--- config.mk ---
export PLATFORM = sky130hd
export DESIGN_NAME = i2s_rx
export DESIGN_NICKNAME = d
export VERILOG_FILES = /design/src/rtl/fm_synth_pkg.sv /design/src/rtl/i2s_rx_sync.sv /design/src/rtl/i2s_rx.sv
export SDC_FILE = /design/constraint.sdc
export NUM_CORES = 1
export LEC_CHECK = 0
export CORE_ASPECT_RATIO = 1.4
export CORE_MARGIN = 1
export CORE_UTILIZATION = 59
export CTS_CLUSTER_DIAMETER = 50
export DETAILED_ROUTE_END_ITERATION = 8
export GPL_TIMING_DRIVEN = 0
export PLACE_DENSITY = 0.84
export SLEW_MARGIN = 40
export SYNTH_ARGS = -nofsm -noshare
export SYNTH_HDL_FRONTEND = slang
export SYNTH_HIERARCHICAL = 1
export SYNTH_SLANG_ARGS = --single-unit
--- constraint.sdc ---
create_clock -name s_axi_aclk -period 4.3 [get_ports s_axi_aclk]
set_clock_uncertainty 0.2 [all_clocks]
set_input_delay 0.645 -clock s_axi_aclk [delete_from_list [all_inputs] [get_ports s_axi_aclk]]
set_output_delay 0.645 -clock s_axi_aclk [all_outputs]
set_load 0.01 [all_outputs]
--- src/rtl/fm_synth_pkg.sv ---
// Shared definitions for the FM synthesizer audio path: I2S receiver FSM
// states, synchronizer depth and the default DAC word width.
package fm_synth_pkg;

  typedef enum logic [1:0] {
    ST_SYNC  = 2'd0,
    ST_LEFT  = 2'd1,
    ST_RIGHT = 2'd2
  } i2s_rx_state_t;

  localparam int unsigned SYNC_STAGES          = 2;
  localparam int unsigned NUM_BITS_DAC_DEFAULT = 24;

endpackage

--- src/rtl/i2s_rx_sync.sv ---
// Single-bit input conditioner: SYNC_STAGES-flop synchronizer followed by one
// delay flop. Provides the synced level and a one-cycle rising-edge pulse.
module i2s_rx_sync
  import fm_synth_pkg::*;
(
  input  logic clk,
  input  logic rst_n,
  input  logic d,
  output logic q,
  output logic rise
);

  logic [SYNC_STAGES-1:0] sync_q;
  logic [SYNC_STAGES-1:0] sync_d;
  logic                   dly_q;
  logic                   dly_d;

  // Next values: shift the pin into the synchronizer chain, delay the synced level
  always_comb begin
    sync_d = {sync_q[SYNC_STAGES-2:0], d};
    dly_d  = sync_q[SYNC_STAGES-1];
  end

  // Synchronizer and delay registers, cleared by reset
  always_ff @(posedge clk or negedge rst_n) begin
    if (!rst_n) begin
      sync_q <= '0;
      dly_q  <= 1'b0;
    end else begin
      sync_q <= sync_d;
      dly_q  <= dly_d;
    end
  end

  assign q    = sync_q[SYNC_STAGES-1];
  assign rise = sync_q[SYNC_STAGES-1] & ~dly_q;

endmodule

--- src/rtl/i2s_rx.sv ---
// Philips I2S receiver: oversamples the bit clock, word select and data in the
// AXI clock domain, deserializes left/right words MSB first and presents each
// complete stereo pair on a one-deep valid/ready output register.
// Optional build macro: I2S_RX_ERR_CNT_EN adds a saturating 16-bit err_count.
module i2s_rx
  import fm_synth_pkg::*;
#(
  parameter int unsigned NUM_BITS_DAC = NUM_BITS_DAC_DEFAULT
) (
  input  logic                    s_axi_aclk,
  input  logic                    s_axi_aresetn,
  input  logic                    s_clk,
  input  logic                    word_select,
  input  logic                    serial_data,
  output logic [NUM_BITS_DAC-1:0] m_left,
  output logic [NUM_BITS_DAC-1:0] m_right,
  output logic                    m_valid,
  input  logic                    m_ready,
  output logic                    overrun,
  output logic                    frame_err,
`ifdef I2S_RX_ERR_CNT_EN
  output logic [15:0]             err_count,
`endif
  input  logic                    err_clr
);

  localparam int unsigned           CNT_W    = $clog2(NUM_BITS_DAC + 1);
  localparam logic [CNT_W-1:0]      CNT_FULL = CNT_W'(NUM_BITS_DAC);
  localparam logic [CNT_W-1:0]      CNT_LAST = CNT_W'(NUM_BITS_DAC - 1);

  logic sclk_rise;
  logic ws_s;
  logic sd_s;

  i2s_rx_sync u_sync_sclk (
    .clk   (s_axi_aclk),
    .rst_n (s_axi_aresetn),
    .d     (s_clk),
    .q     (),
    .rise  (sclk_rise)
  );

  i2s_rx_sync u_sync_ws (
    .clk   (s_axi_aclk),
    .rst_n (s_axi_aresetn),
    .d     (word_select),
    .q     (ws_s),
    .rise  ()
  );

  i2s_rx_sync u_sync_sd (
    .clk   (s_axi_aclk),
    .rst_n (s_axi_aresetn),
    .d     (serial_data),
    .q     (sd_s),
    .rise  ()
  );

  i2s_rx_state_t           state_q, state_d;
  logic                    ws_prev_q, ws_prev_d;
  logic [CNT_W-1:0]        cnt_q, cnt_d;
  logic [NUM_BITS_DAC-1:0] shift_q, shift_d;
  logic [NUM_BITS_DAC-1:0] left_stage_q, left_stage_d;
  logic                    left_ok_q, left_ok_d;
  logic [NUM_BITS_DAC-1:0] m_left_q, m_left_d;
  logic [NUM_BITS_DAC-1:0] m_right_q, m_right_d;
  logic                    m_valid_q, m_valid_d;
  logic                    overrun_q, overrun_d;
  logic                    frame_err_q, frame_err_d;

  logic [NUM_BITS_DAC-1:0] word_full;
  logic                    pair_form;
  logic                    frame_ev;
  logic                    ovr_ev;
  logic                    hs;

  // Bit processing, slot tracking and output-register next state
  always_comb begin
    state_d      = state_q;
    ws_prev_d    = ws_prev_q;
    cnt_d        = cnt_q;
    shift_d      = shift_q;
    left_stage_d = left_stage_q;
    left_ok_d    = left_ok_q;
    m_left_d     = m_left_q;
    m_right_d    = m_right_q;
    m_valid_d    = m_valid_q;
    pair_form    = 1'b0;
    frame_ev     = 1'b0;
    ovr_ev       = 1'b0;
    word_full    = {shift_q[NUM_BITS_DAC-2:0], sd_s};
    hs           = m_valid_q & m_ready;

    if (sclk_rise) begin
      ws_prev_d = ws_s;
      if (ws_s != ws_prev_q) begin
        // The bit on a WS change edge belongs to the previous slot; drop it.
        cnt_d = '0;
        case (state_q)
          ST_SYNC: begin
            if (!ws_s) state_d = ST_LEFT;
          end
          default: begin
            if (cnt_q < CNT_FULL) begin
              frame_ev  = 1'b1;
              left_ok_d = 1'b0;
            end
            state_d = ws_s ? ST_RIGHT : ST_LEFT;
          end
        endcase
      end else if (cnt_q < CNT_FULL) begin
        shift_d = word_full;
        cnt_d   = cnt_q + CNT_W'(1);
        if (cnt_q == CNT_LAST) begin
          case (state_q)
            ST_LEFT: begin
              left_stage_d = word_full;
              left_ok_d    = 1'b1;
            end
            ST_RIGHT: begin
              if (left_ok_q) begin
                pair_form = 1'b1;
                left_ok_d = 1'b0;
              end
            end
            default: ;
          endcase
        end
      end
    end

    // Pair lands in the output register if it is empty or being drained now
    if (pair_form) begin
      if (!m_valid_q || hs) begin
        m_left_d  = left_stage_q;
        m_right_d = word_full;
        m_valid_d = 1'b1;
      end else begin
        ovr_ev = 1'b1;
      end
    end else if (hs) begin
      m_valid_d = 1'b0;
    end

    overrun_d   = ovr_ev   | (overrun_q   & ~err_clr);
    frame_err_d = frame_ev | (frame_err_q & ~err_clr);
  end

  // Receiver state, staging and output registers
  always_ff @(posedge s_axi_aclk or negedge s_axi_aresetn) begin
    if (!s_axi_aresetn) begin
      state_q      <= ST_SYNC;
      ws_prev_q    <= 1'b0;
      cnt_q        <= '0;
      shift_q      <= '0;
      left_stage_q <= '0;
      left_ok_q    <= 1'b0;
      m_left_q     <= '0;
      m_right_q    <= '0;
      m_valid_q    <= 1'b0;
      overrun_q    <= 1'b0;
      frame_err_q  <= 1'b0;
    end else begin
      state_q      <= state_d;
      ws_prev_q    <= ws_prev_d;
      cnt_q        <= cnt_d;
      shift_q      <= shift_d;
      left_stage_q <= left_stage_d;
      left_ok_q    <= left_ok_d;
      m_left_q     <= m_left_d;
      m_right_q    <= m_right_d;
      m_valid_q    <= m_valid_d;
      overrun_q    <= overrun_d;
      frame_err_q  <= frame_err_d;
    end
  end

  assign m_left    = m_left_q;
  assign m_right   = m_right_q;
  assign m_valid   = m_valid_q;
  assign overrun   = overrun_q;
  assign frame_err = frame_err_q;

`ifdef I2S_RX_ERR_CNT_EN
  logic [15:0] err_cnt_q, err_cnt_d;

  // Saturating error counter; a new error event takes priority over clear
  always_comb begin
    err_cnt_d = err_cnt_q;
    if (ovr_ev || frame_ev) begin
      if (err_cnt_q != 16'hFFFF) err_cnt_d = err_cnt_q + 16'd1;
    end else if (err_clr) begin
      err_cnt_d = '0;
    end
  end

  // Error counter register
  always_ff @(posedge s_axi_aclk or negedge s_axi_aresetn) begin
    if (!s_axi_aresetn) err_cnt_q <= '0;
    else                err_cnt_q <= err_cnt_d;
  end

  assign err_count = err_cnt_q;
`endif

endmodule

==> results.ini <==
[status]
status = completed

[routing]
vias = 2825
wl_per_cell_um = 18.37
route.detailed.vias_per_inst = 5.550
detail-route-antenna-nets = 0
dr.first_iter.drc_count = 161
detail_route.drc_violations = 0
routed_wl_mm = 9.349
dr.pass1.iters = 4

[critical_path]
timing.critical_path.fanout_max = 10
worstPathRequired_ns = 4.49
worst_setup_path_start_kind = register
critical_path.reg2reg.endpoint = left_stage_q[19]
crit_arrival_ns = 2.56
worst-path-stages = 6
rrSetupSlack_ns = 1.93
worst_path_dominant_cell_family = simple AND/OR/NAND/NOR gates
crit_chain = ha_1 -> and3_1 -> nand3_1 -> nor3_4 -> buf_6 -> mux2_2
timing_worst_setup_path_type = reg2reg
setup.worst_path.end = left_stage_q[19]
cp_slowest_cell = sky130_fd_sc_hd__dfrtp_1
rr_worst_depth = 6
critical_path.reg2reg.startpoint = cnt_q[0]
worstSetupStartpoint = cnt_q[0]
buffers_and_inverters_on_the_worst_path = 1
worst_path_largest_cell_delay_ns = 0.42
end_kind = register

[placement]
numPortBuffers = 57
gp_weighted_congestion = 0.8251
placed_cell_area_um2 = 5151
detailedPlace.worstSlack_ns = 1.923
number_of_cells_in_the_design_after_placement = 476
hpwl_mm = 5.312

[synth]
syn_avg_cell_area_um2 = 13.79
netlist_area_um2 = 4427
mappedNetlistNets = 329
post_synthesis_cells = 321
synth_warnings = 6

[sta]
fmaxAchievable_ghz = 0.4226
max_slew.worst_pin.slew_ns = 0.4827
timing.max_slew.rel_slack = 0.6782
timing_hold_violations_final = 0
rsz0062_at_grt = false
setup_tns_ns = 0
final_setup_vio_count = 0
report.final.slew_viol_count = 0
final_period_minus_worst_setup_slack_ns = 2.366
finalHoldWorstSlack_ns = 0.1466
finalWorstSetupSlack_ns = 1.934
final_min_period_over_clock_period = 0.5503

[layout]
layout_common_cells = sky130_fd_sc_hd__dfrtp_1 (114), sky130_fd_sc_hd__nand2_1 (75), sky130_fd_sc_hd__clkdlybuf4s50_1 (56)
antenna_diode_count = 0
final_design_area_no_fill_um2 = 5814
fill_cells = 410
syn_to_final_growth_pct = 31.35
final_cells = 509
fraction_of_final_layout_cells_with_drive_strength_greater_than_1 = 0.2913
layout.cells.most_common = sky130_fd_sc_hd__dfrtp_1
final_util = 0.7949
design.final.nets = 407

[clock_network]
path_clk_slew_ns = 0.06
clk_root_buffer_cell = sky130_fd_sc_hd__clkbuf_8
number_of_buffers_created_by_cts = 17
clock_insertion_delay_worst_skew_ns = 0.51
clock_tree_from_tritoncts = yes
clockBufferDepth = 2
htree_num_levels = 4
clock_sink_count = 114
post_cts.resized_instances = 0

[floorplanning]
initial_core_utilization = 0.6052
num_io_pins = 58
dieHeight_um = 104.5
core_area_um2 = 7315
die_area_um2 = 7858
std_cell_rows = 37
fp.dieW_um = 75.21

[power]
power.density_nw_per_um2 = 487.0
power.leakage_nw = 2.968
total_power_mw = 2.832
peakVddDrop_v = 0.0004474

[grt]
vias_in_the_first_global_route = 2999
gr-usage-all-layers = 0.2788
grt_max_degree = 61
global_route_wire_length_before_repair_mm = 15.66
global_route.overflow_total = 0
grt_antenna_before_repair = 0

[hold_path]
hold_path_class = reg2reg

[flow_run]
maxCapViolations = 0

cell type report:
cell class	count	area, µm²	share of cell area
well taps	97	121.4	0.02087
multi-input cells	189	1464	0.2518
flip-flops and latches	114	2853	0.4906
inverters	5	18.77	0.003228
repair buffers	59	613.1	0.1054
clock inverters	15	239.0	0.04110
plain buffers	13	91.34	0.01571
clock buffers	17	414.1	0.07123
worst min-delay path by stage:
stage,start,endpoint,slack (ns),depth (start not counted)
finish,u_sync_sd/sync_q[0],u_sync_sd/sync_q[1],0.15,0
global route,u_sync_sd/sync_q[0],u_sync_sd/sync_q[1],0.16,0
CTS,u_sync_sd/sync_q[0],u_sync_sd/sync_q[1],0.15,0
detailed placement,u_sync_sd/sync_q[0],u_sync_sd/sync_q[1],0.13,0
global placement,u_sync_sclk/sync_q[0],u_sync_sclk/sync_q[1],0.13,0
floorplan,u_sync_sclk/sync_q[0],u_sync_sclk/sync_q[1],0.13,0
power by group:
part	internal, mW	total, mW	switching (mW)
sequential	1.12	1.17	0.0543
combinational	0.0412	0.114	0.0730
clock	1.05	1.54	0.490
total	2.21	2.83	0.618
flip-flops by register name, summed over array words and instances (netlist names), 2 cells and up:
register,cells
cnt_q,5
shift_q,23
u_sync_ws/sync_q,2
m_right,24
u_sync_sclk/sync_q,2
u_sync_sd/sync_q,2
state_q,2
m_left,24
left_stage_q,24
layer usage:
metal  GRT usage  part of all wire  vias up
li1            -                 -     1253
met1      0.3347              0.40     1439
met2      0.4408              0.53      104
met3     0.09302             0.040       29
met4      0.1402             0.031        0
met5           0                 0        -
timing repair:
action                                 4_1_cts  5_1_grt
setup buffers                                0        0
endpoints found under the hold margin       54        0
hold buffers                                 1        0
Note: power is estimated with default switching activity, not from simulation.
